**config.mk**
```make
export PLATFORM = sky130hd
export DESIGN_NAME = mul_div_unit_flat
export DESIGN_NICKNAME = d
export VERILOG_FILES = /design/src/rtl/mul_div_unit_pkg.sv /design/src/rtl/mul_div_unit_if.sv /design/src/rtl/mdu_sign_fix.sv /design/src/rtl/mul_div_unit.sv /design/src/flat_wrapper.sv
export SDC_FILE = /design/constraint.sdc
export NUM_CORES = 1
export LEC_CHECK = 0
export CELL_PAD_IN_SITES_DETAIL_PLACEMENT = 1
export CELL_PAD_IN_SITES_GLOBAL_PLACEMENT = 1
export CORE_UTILIZATION = 35
export DETAILED_ROUTE_END_ITERATION = 7
export GPL_TIMING_DRIVEN = 0
export PLACE_DENSITY_LB_ADDON = 0.1
export SYNTH_ARGS = -nofsm -noshare
export SYNTH_HDL_FRONTEND = slang
export SYNTH_HIERARCHICAL = 1
export SYNTH_SLANG_ARGS = --single-unit
export TNS_END_PERCENT = 50
```
**constraint.sdc**
```tcl
create_clock -name clk -period 15.5 [get_ports clk]
set_input_delay 2.325 -clock clk [delete_from_list [all_inputs] [get_ports clk]]
set_output_delay 2.325 -clock clk [all_outputs]
set_load 0.02 [all_outputs]
```
**src/rtl/mul_div_unit_pkg.sv**
```systemverilog
// Shared definitions for the iterative multiply/divide unit: operation
// encodings, the op bus width and the FSM state encoding.
package mul_div_unit_pkg;

  localparam int MDU_OP_BUS = 2;

  typedef enum logic [MDU_OP_BUS-1:0] {
    MDU_OP_MULT  = 2'b00,
    MDU_OP_MULTU = 2'b01,
    MDU_OP_DIV   = 2'b10,
    MDU_OP_DIVU  = 2'b11
  } mdu_op_e;

  typedef enum logic [1:0] {
    ST_IDLE = 2'b00,
    ST_CALC = 2'b01,
    ST_FIX  = 2'b10,
    ST_DONE = 2'b11
  } mdu_state_e;

  // Divide operations share op[1] = 1.
  function automatic logic op_is_div(input mdu_op_e op);
    return op[1];
  endfunction

  // Signed operations share op[0] = 0.
  function automatic logic op_is_signed(input mdu_op_e op);
    return ~op[0];
  endfunction

endpackage

```
**src/rtl/mul_div_unit_if.sv**
```systemverilog
// Issue/result channel between the EX stage and the multiply/divide unit.
// The result side drives the HI/LO register file write port directly.
interface mul_div_unit_if
  import mul_div_unit_pkg::*;
#(
  parameter int DATA_WIDTH = 32
);
  logic                  start;
  logic [MDU_OP_BUS-1:0] op;
  logic [DATA_WIDTH-1:0] operand_a;
  logic [DATA_WIDTH-1:0] operand_b;
  logic                  cancel;
  logic                  busy;
  logic                  write_en;
  logic [DATA_WIDTH-1:0] hi_o;
  logic [DATA_WIDTH-1:0] lo_o;

  modport master (
    output start, op, operand_a, operand_b, cancel,
    input  busy, write_en, hi_o, lo_o
  );

  modport slave (
    input  start, op, operand_a, operand_b, cancel,
    output busy, write_en, hi_o, lo_o
  );
endinterface

```
**src/rtl/mdu_sign_fix.sv**
```systemverilog
// Sign correction applied to the raw unsigned result. Multiplies negate the
// whole 64-bit product; divides negate quotient and remainder independently.
module mdu_sign_fix #(
  parameter int DATA_WIDTH = 32
) (
  input  logic [2*DATA_WIDTH-1:0] val_i,
  input  logic                    neg_full_i,
  input  logic                    neg_hi_i,
  input  logic                    neg_lo_i,
  output logic [2*DATA_WIDTH-1:0] val_o
);
  logic [DATA_WIDTH-1:0] hi_in, lo_in, hi_fix, lo_fix;

  // Conditional two's-complement negate of the full value or of each half.
  always_comb begin
    hi_in  = val_i[2*DATA_WIDTH-1:DATA_WIDTH];
    lo_in  = val_i[DATA_WIDTH-1:0];
    hi_fix = neg_hi_i ? (~hi_in + 1'b1) : hi_in;
    lo_fix = neg_lo_i ? (~lo_in + 1'b1) : lo_in;
    if (neg_full_i) begin
      val_o = ~val_i + 1'b1;
    end else begin
      val_o = {hi_fix, lo_fix};
    end
  end
endmodule

```
**src/rtl/mul_div_unit.sv**
```systemverilog
// Iterative 32-cycle multiply/divide unit (MULT, MULTU, DIV, DIVU) on
// magnitudes, with a final sign-correction cycle and a one-cycle HI/LO
// write strobe.
module mul_div_unit
  import mul_div_unit_pkg::*;
#(
  parameter int DATA_WIDTH = 32,
  parameter int CNT_WIDTH  = 6
) (
  input  logic          clk,
  input  logic          rst,
  mul_div_unit_if.slave bus
);
  localparam int W = DATA_WIDTH;

  mdu_state_e           state_q, state_d;
  logic [CNT_WIDTH-1:0] cnt_q, cnt_d;
  logic [W-1:0]         hi_q, hi_d, lo_q, lo_d;

  // Operation context: not reset, only meaningful while busy.
  mdu_op_e              op_q, op_d;
  logic                 sa_q, sa_d, sb_q, sb_d;
  logic [W-1:0]         opnd_q, opnd_d;   // multiplicand or divisor magnitude
  logic [2*W-1:0]       acc_q, acc_d;     // {acc_hi/rem, multiplier/quotient}

  mdu_op_e              op_in;
  logic                 a_neg, b_neg;
  logic [W-1:0]         a_mag, b_mag;
  logic [W:0]           mul_sum;
  logic [2*W-1:0]       mul_acc, div_acc, fixed;
  logic [W:0]           rem_sh;
  logic                 div_ge;
  logic [W-1:0]         rem_new;

  // Issue-side decode: sign flags and operand magnitudes.
  always_comb begin
    op_in = mdu_op_e'(bus.op);
    a_neg = op_is_signed(op_in) & bus.operand_a[W-1];
    b_neg = op_is_signed(op_in) & bus.operand_b[W-1];
    a_mag = a_neg ? (~bus.operand_a + 1'b1) : bus.operand_a;
    b_mag = b_neg ? (~bus.operand_b + 1'b1) : bus.operand_b;
  end

  // One shift-add multiply step and one restoring divide step.
  always_comb begin
    mul_sum = {1'b0, acc_q[2*W-1:W]} + (acc_q[0] ? {1'b0, opnd_q} : '0);
    mul_acc = {mul_sum, acc_q[W-1:1]};
    rem_sh  = acc_q[2*W-1:W-1];
    div_ge  = (rem_sh >= {1'b0, opnd_q});
    rem_new = div_ge ? (rem_sh[W-1:0] - opnd_q) : rem_sh[W-1:0];
    div_acc = {rem_new, acc_q[W-2:0], div_ge};
  end

  mdu_sign_fix #(.DATA_WIDTH(W)) u_sign_fix (
    .val_i      (acc_q),
    .neg_full_i (~op_is_div(op_q) & (sa_q ^ sb_q)),
    .neg_hi_i   (op_is_div(op_q) & sa_q),
    .neg_lo_i   (op_is_div(op_q) & (sa_q ^ sb_q)),
    .val_o      (fixed)
  );

  // FSM next state, iteration datapath and result load.
  always_comb begin
    state_d = state_q;
    cnt_d   = cnt_q;
    hi_d    = hi_q;
    lo_d    = lo_q;
    op_d    = op_q;
    sa_d    = sa_q;
    sb_d    = sb_q;
    opnd_d  = opnd_q;
    acc_d   = acc_q;
    case (state_q)
      ST_IDLE: begin
        if (bus.start && !bus.cancel) begin
          op_d  = op_in;
          sa_d  = a_neg;
          sb_d  = b_neg;
          cnt_d = '0;
          // The low accumulator half carries the operand that gets shifted
          // out (multiplier) or in (dividend becoming quotient).
          if (op_is_div(op_in)) begin
            opnd_d = b_mag;
            acc_d  = {{W{1'b0}}, a_mag};
          end else begin
            opnd_d = a_mag;
            acc_d  = {{W{1'b0}}, b_mag};
          end
          if (op_is_div(op_in) && (bus.operand_b == '0)) begin
            hi_d    = bus.operand_a;
            lo_d    = '1;
            state_d = ST_DONE;
          end else begin
            state_d = ST_CALC;
          end
        end
      end
      ST_CALC: begin
        if (bus.cancel) begin
          state_d = ST_IDLE;
          cnt_d   = '0;
        end else begin
          acc_d = op_is_div(op_q) ? div_acc : mul_acc;
          cnt_d = cnt_q + 1'b1;
          if (cnt_q == CNT_WIDTH'(W - 1)) begin
            state_d = ST_FIX;
          end
        end
      end
      ST_FIX: begin
        if (bus.cancel) begin
          state_d = ST_IDLE;
          cnt_d   = '0;
        end else begin
          hi_d    = fixed[2*W-1:W];
          lo_d    = fixed[W-1:0];
          state_d = ST_DONE;
        end
      end
      ST_DONE: begin
        // The write strobe is already out this cycle; cancel cannot undo it.
        state_d = ST_IDLE;
        cnt_d   = '0;
      end
      default: begin
        state_d = ST_IDLE;
        cnt_d   = '0;
      end
    endcase
  end

  // Control state and architecturally visible results, with reset.
  always_ff @(posedge clk) begin
    if (!rst) begin
      state_q <= ST_IDLE;
      cnt_q   <= '0;
      hi_q    <= '0;
      lo_q    <= '0;
    end else begin
      state_q <= state_d;
      cnt_q   <= cnt_d;
      hi_q    <= hi_d;
      lo_q    <= lo_d;
    end
  end

  // Operation context registers, reloaded on every accepted start.
  always_ff @(posedge clk) begin
    op_q   <= op_d;
    sa_q   <= sa_d;
    sb_q   <= sb_d;
    opnd_q <= opnd_d;
    acc_q  <= acc_d;
  end

  assign bus.busy     = (state_q != ST_IDLE);
  assign bus.write_en = (state_q == ST_DONE);
  assign bus.hi_o     = hi_q;
  assign bus.lo_o     = lo_q;

endmodule

```
**src/flat_wrapper.sv**
```systemverilog
// flat-port wrapper written by rule: the top's interface ports become plain ports
module mul_div_unit_flat import mul_div_unit_pkg::*;
#(
  parameter int DATA_WIDTH = 32,
  parameter int CNT_WIDTH  = 6
)
  (clk, rst, bus_start, bus_op, bus_operand_a, bus_operand_b, bus_cancel, bus_busy, bus_write_en, bus_hi_o, bus_lo_o);
  mul_div_unit_if #(.DATA_WIDTH(DATA_WIDTH)) bus_i ();
  input  logic clk;
  input  logic rst;
  input wire logic [$bits(bus_i.start)-1:0] bus_start;
  input wire logic [$bits(bus_i.op)-1:0] bus_op;
  input wire logic [$bits(bus_i.operand_a)-1:0] bus_operand_a;
  input wire logic [$bits(bus_i.operand_b)-1:0] bus_operand_b;
  input wire logic [$bits(bus_i.cancel)-1:0] bus_cancel;
  output wire logic [$bits(bus_i.busy)-1:0] bus_busy;
  output wire logic [$bits(bus_i.write_en)-1:0] bus_write_en;
  output wire logic [$bits(bus_i.hi_o)-1:0] bus_hi_o;
  output wire logic [$bits(bus_i.lo_o)-1:0] bus_lo_o;
  assign bus_i.start = bus_start;
  assign bus_i.op = bus_op;
  assign bus_i.operand_a = bus_operand_a;
  assign bus_i.operand_b = bus_operand_b;
  assign bus_i.cancel = bus_cancel;
  assign bus_busy = bus_i.busy;
  assign bus_write_en = bus_i.write_en;
  assign bus_hi_o = bus_i.hi_o;
  assign bus_lo_o = bus_i.lo_o;
  mul_div_unit #(.DATA_WIDTH(DATA_WIDTH), .CNT_WIDTH(CNT_WIDTH)) u_core (.clk(clk), .rst(rst), .bus(bus_i));
endmodule
```
---- Word level (Yosys, flattened, before mapping) ----
Cells that the tools add are included.
word-level totals
  flip-flop bits (word level) ............. 172
  word-level logic and storage cells ...... 85
  input bits .............................. 70
  output and inout bits ................... 66
cells by class
  equality and inequality tests ........... 10
  bitwise gates (word level) .............. 13
  reductions and logical operators ........ 13
  multiplexer cells ....................... 31
  $add $sub $neg .......................... 8
  order comparisons ....................... 1
operators with widths
  operator                 count
  $mux W32                 14
  $mux W64                 4
  $add A32 B1 Y32 const B  4
  $not A32 Y32             4
  $pmux W32 S2             2
  $pmux W64 S2             1
  $add A64 B1 Y64 const B  1
  $not A64 Y64             1
  $add A32 B33 Y33         1
  $ge A33 B32 Y1           1
  $logic_not A32 Y1        1
  $sub A32 B32 Y32         1
  $pmux W6 S4              1
  $mux W6                  3
  $mux W2                  5
  $pmux W2 S4              1
  $add A6 B1 Y6 const B    1
  $eq A6 B5 Y1 const B     1
  $ne A2 B2 Y1 const B     3
  $reduce_and A2 Y1        3
  $reduce_bool A2 Y1       3
  $and A1 B1 Y1            5
  $eq A2 B2 Y1 const B     2
  $ne A2 B1 Y1 const B     2
  other kinds (9)          11

---- Logic depth before layout (Yosys ltp) ----
  depth after elaboration ................. 6
  gate-level depth with buffers ........... 15
  mapped depth without buffers ............ 13

---- Cells and area by module ----
Netlist, hierarchy kept.
by module, submodules not included
  module        area an instance (um^2)  cells each  sequential area each (um^2)  times used
  mul_div_unit  13020.0                  1545        4414.2                       1
  mdu_sign_fix  1796.7                   269         0.0                          1

---- Least setup slack after synthesis ----
No wires, ideal clock.
  path type ............................... input-to-reg
  from .................................... in bus_cancel
  to ...................................... reg u_core.acc_q[0] (enable)
  cell stages on the path ................. 2
  required time ........................... 14926 ps
  slack ................................... 7874 ps
  setup time .............................. 574 ps
  arrival time ............................ 7051 ps
  cells stage by stage .................... clkbuf_1 > o21ai_0
between the ends
  cells in the longest elaborated chain, start to end .. 4
  elaborated cells between the ends (all ways) .. 5
  those cells by class .................... 2 x eq/ne; 3 x reduce/logical
RTL lines
  what                                  RTL line             text
  from (decl)                           flat_wrapper.sv:15   input wire logic [$bits(bus_i.cancel)-1:0] bus_cancel;
  $logic_not A1 Y1                      mul_div_unit.sv:75   if (bus.start && !bus.cancel) begin
  $logic_and A1 B1 Y1                   mul_div_unit.sv:75
  $ne A2 B1 Y1 (no source line)         -
  $reduce_and A3 Y1 (no source line) *  -
  to (signal assigned)                  mul_div_unit.sv:153  acc_q <= acc_d;
  to (decl)                             mul_div_unit.sv:24   logic [2*W-1:0] acc_q, acc_d;
Every way passes the cells marked *; elsewhere a longest branch is shown, timed or not.
A chain may end at the register's enable or synchronous reset.

---- Worst setup path after layout ----
  from .................................... in bus_operand_a[0]
  to ...................................... reg u_core.opnd_q[28] (data pin)
between the ends
  cells in the longest elaborated chain, start to end .. 4
RTL lines
  what                  RTL line             text
  from (decl)           flat_wrapper.sv:13   input wire logic [$bits(bus_i.operand_a)-1:0] bus_operand_a;
  $not A32 Y32          mul_div_unit.sv:40   a_mag = a_neg ? (~bus.operand_a + 1'b1) : bus.operand_a;
  $add A32 B1 Y32       mul_div_unit.sv:40
  $mux W32              mul_div_unit.sv:40
  $mux W32              mul_div_unit.sv:82   if (op_is_div(op_in)) begin
  to (signal assigned)  mul_div_unit.sv:152  opnd_q <= opnd_d;
  to (decl)             mul_div_unit.sv:23   logic [W-1:0] opnd_q, opnd_d;
Every way passes these cells.

==> results.json <==
{
  "port-buffer-count": 134,
  "reg2reg_setup_slack_ns": 10.89,
  "async_sr_flop_fraction_pct": 0,
  "final_core_utilization_pct": 41.67,
  "layout_cell_share_with_drive_strength_beyond_1_pct": 4.692,
  "whs_endpoint": "u_core/bus.hi_o[3]",
  "power_leakage_nw": 7.435,
  "worst-path-stages": 12,
  "vias_per_cell": 5.785,
  "clk_pin_slew_worst_paths_ns": 0.08,
  "detailroute.via_count": 14590,
  "clk_latency_ns": 0.48,
  "ys_types": 78,
  "dp.final_hpwl_um": 50150,
  "drc": 0,
  "buffer_levels_on_the_longest_clock_path": 2,
  "timing.slew.headroom_pct": 29.26,
  "finalSetupViolCount": 0,
  "synthesis.nets": 1955,
  "number_of_antenna_violating_nets_in_the_routed_design": 0,
  "critPathMaxFanout": 4,
  "hold_buffers": 0,
  "hold_ws_ns": 0.4997,
  "grt_pass1_vias": 14690,
  "synthCells": 1814,
  "worstHoldStart": "u_core/bus.hi_o[3]",
  "fp.coreArea_um2": 41850,
  "max_freq_ghz": 0.1831,
  "run_status": "finished, final reports clean",
  "mappedNetlistArea_um2": 14820,
  "root_buffer": "clkbuf_16",
  "grt_max_degree": 36,
  "grt_setup_unrepaired": "false",
  "area_growth_pct": 17.72,
  "fin_clk_skew_ns": 0.01438,
  "fp.dieArea_um2": 43160,
  "launch_instance_of_the_worst_register_to_register_path": "u_core/acc_q[43]",
  "synth.avg_cell_area_um2": 8.168,
  "layout.nets": 2110,
  "startpoint_type": "primary input",
  "synth_top_cell_area_share_pct": 20.06,
  "ctsHtreeMaxLevel": 4,
  "wl_per_cell_um": 24.53,
  "dpl_worst_slack_ns": 9.719,
  "totalNegativeSetupSlack_ns": 0,
  "timing.final.hold_violations": 0,
  "instance_count_along_the_most_critical_hold_path": 1,
  "worst_slack_ns": 10.04,
  "post_synth_most_frequent_cells": "191 x nand2_1, 191 x nor2_1, 173 x a21oi_1, 99 x edfxtp_1, 92 x xnor2_1",
  "timing.setup.critical_path_class": "in -> reg",
  "worst_r2r_endpoint": "u_core/acc_q[0]",
  "grt_pass1_wl_um": 92540,
  "cts_resized": 0,
  "yosys_top_cell_by_area": "edfxtp_1",
  "starting_density_pct": 35.40,
  "synth.yosys.seq_area_share_pct": 29.79,
  "final_max_slew_viols": 0,
  "antenna_found_initial": 0,
  "pwr_density_cell_nw_per_um2": 86.04,
  "critical_path.slowest_cell": "o21ai_0",
  "die-width_um": 207.8,
  "clock_sink_count": 171,
  "fin_crit_sh_pct": 35.23,
  "die-height_um": 207.8,
  "timing.critical_path.arrival_ns": 5.65,
  "synth_flop_cell": "edfxtp_1",
  "timing.critical_path.max_delay_family": "compound AO/OA/AOI/OAI gates",
  "global_route_usage_sum_pct": 28.59,
  "worst_path_largest_cell_delay_ns": 0.57,
  "dr.first_iter.drc_count": 1185,
  "postSynthRegisterBits": 171,
  "critical_path_required_ns": 15.69,
  "power_total_mw": 1.501,
  "max_cap_viol_count": 0,
  "worst_pin_slew_ns": 1.051,
  "fillCellCount": 5075,
  "grt_overflow_total": 0,
  "cts_setup_buffers": 0,
  "routed_wl_um": 61870,
  "synth_top_cells_by_area": "edfxtp_1 20%, dfxtp_1 9.7%, a21oi_1 5.8%",
  "ys_warn_count": 6,
  "ir_drop_mv": 0.08488,
  "timing.critical_path.cells": "clkdlybuf4s50_1, inv_1, ha_1, nor2b_1, nand4_1, nor4_2, nand2_1, o31a_1, o21bai_1, a21oi_1, xor2_1, o21ai_0",
  "num_ports": 136,
  "cts_made_buffers": 17,
  "path_buf_inv": 2,
  "timing.reg2reg.worst_path_depth": 14,
  "gpl.final_weighted_congestion": 0.9622,
  "hold_wc_path_type": "reg -> reg",
  "placementRows": 75,
  "final.min_clock_period_ns": 5.461,
  "tritoncts": "built",
  "dr.pass1.iters": 5,
  "synth-edff-count": 99,
  "critical_path.endpoint_type": "register"
}
==> how the worst max path moves through the flow <==
stage,start,endpoint,slack [ns]
floorplan,bus_cancel,u_core/acc_q[0],7.87
global placement,bus_cancel,u_core/acc_q[49],4.36
detailed placement,bus_operand_a[0],u_core/opnd_q[28],9.72
CTS,bus_operand_a[0],u_core/opnd_q[28],10.23
global route,bus_operand_b[11],u_core/bus.hi_o[31],10.01
finish,bus_operand_a[0],u_core/opnd_q[28],10.04
==> sequential cells by signal, indices dropped and copies added (netlist names) <==
register / cells
u_core/sb_q: 1
u_core/opnd_q: 32
u_core/cnt_q: 6
u_core/acc_q: 64
u_core/op_q: 1
u_core/state_q: 2
u_core/bus.lo_o: 32
u_core/bus.hi_o: 32
u_core/sa_q: 1
==> cell families (layout without fill, tap and decap cells) <==
group,after synthesis,in the layout,synth area share (%)
buffers and inverters,176,344,4.982
multiplexers,79,79,5.430
adder cells (fa/ha/maj),71,71,6.097
other,0,1,0
AO/OA/AOI/OAI,500,500,22.29
XOR/XNOR,177,177,10.46
flip-flops,171,171,29.79
AND/OR/NAND/NOR,640,640,20.95
==> per-layer routing <==
layer / track usage [%] / wire length (µm)
met4: 8.429 / 1258
met2: 47.28 / 28860
met3: 2.542 / 2811
met1: 39.56 / 28930
met5: 0 / 0
==> cell usage in the layout (no fill, tap or decap), drive strengths merged, types with 10 or more instances in the layout <==
cell and count:
clkbuf 96, a211oi 19, nor2b 14, nand3 49
o211ai 25, o21ai 92, or3 10, nor2 192
and3 10, a21oi 174, and2 44, o31ai 17
dfxtp 72, xnor2 92, edfxtp 99, o211a 67
a21o 26, ha 69, mux2i 68, mux2 11
nand2 193, o21bai 10, nand2b 17, nor4 18
xor2 85, a31oi 18, nand4 17, o21a 11
nor3 43, inv 74, clkdlybuf4s50 134, buf 31
==> final cells by class <==
class | count | area [µm²] | area share [%]
Antenna cell | 1 | 2.502 | 0.01435
Buffer | 105 | 471.7 | 2.704
Clock buffer | 20 | 436.7 | 2.504
Clock inverter | 12 | 118.9 | 0.6815
Inverter | 71 | 266.5 | 1.528
Multi-Input combinational cell | 1467 | 9676 | 55.47
Sequential cell | 171 | 4414 | 25.31
Tap cell | 539 | 674.4 | 3.867
Timing Repair Buffer | 136 | 1381 | 7.920
==> through the flow <==
stage	cell area (µm²)	std cells
floorplan	14820	1814
global placement	16830	2487
detailed placement	16880	2489
CTS	17440	2521
global route	17440	2521
finish	17440	2522
==> where the power goes <==
| part | switching (mW) | total [mW] | internal, mW | leakage [nW] |
|---|---|---|---|---|
| logic | 0.312 | 0.505 | 0.193 | 5.66 |
| registers | 0.0466 | 0.565 | 0.519 | 1.52 |
| clock network | 0.207 | 0.430 | 0.223 | 0.257 |
(Power assumes the default switching activity.)
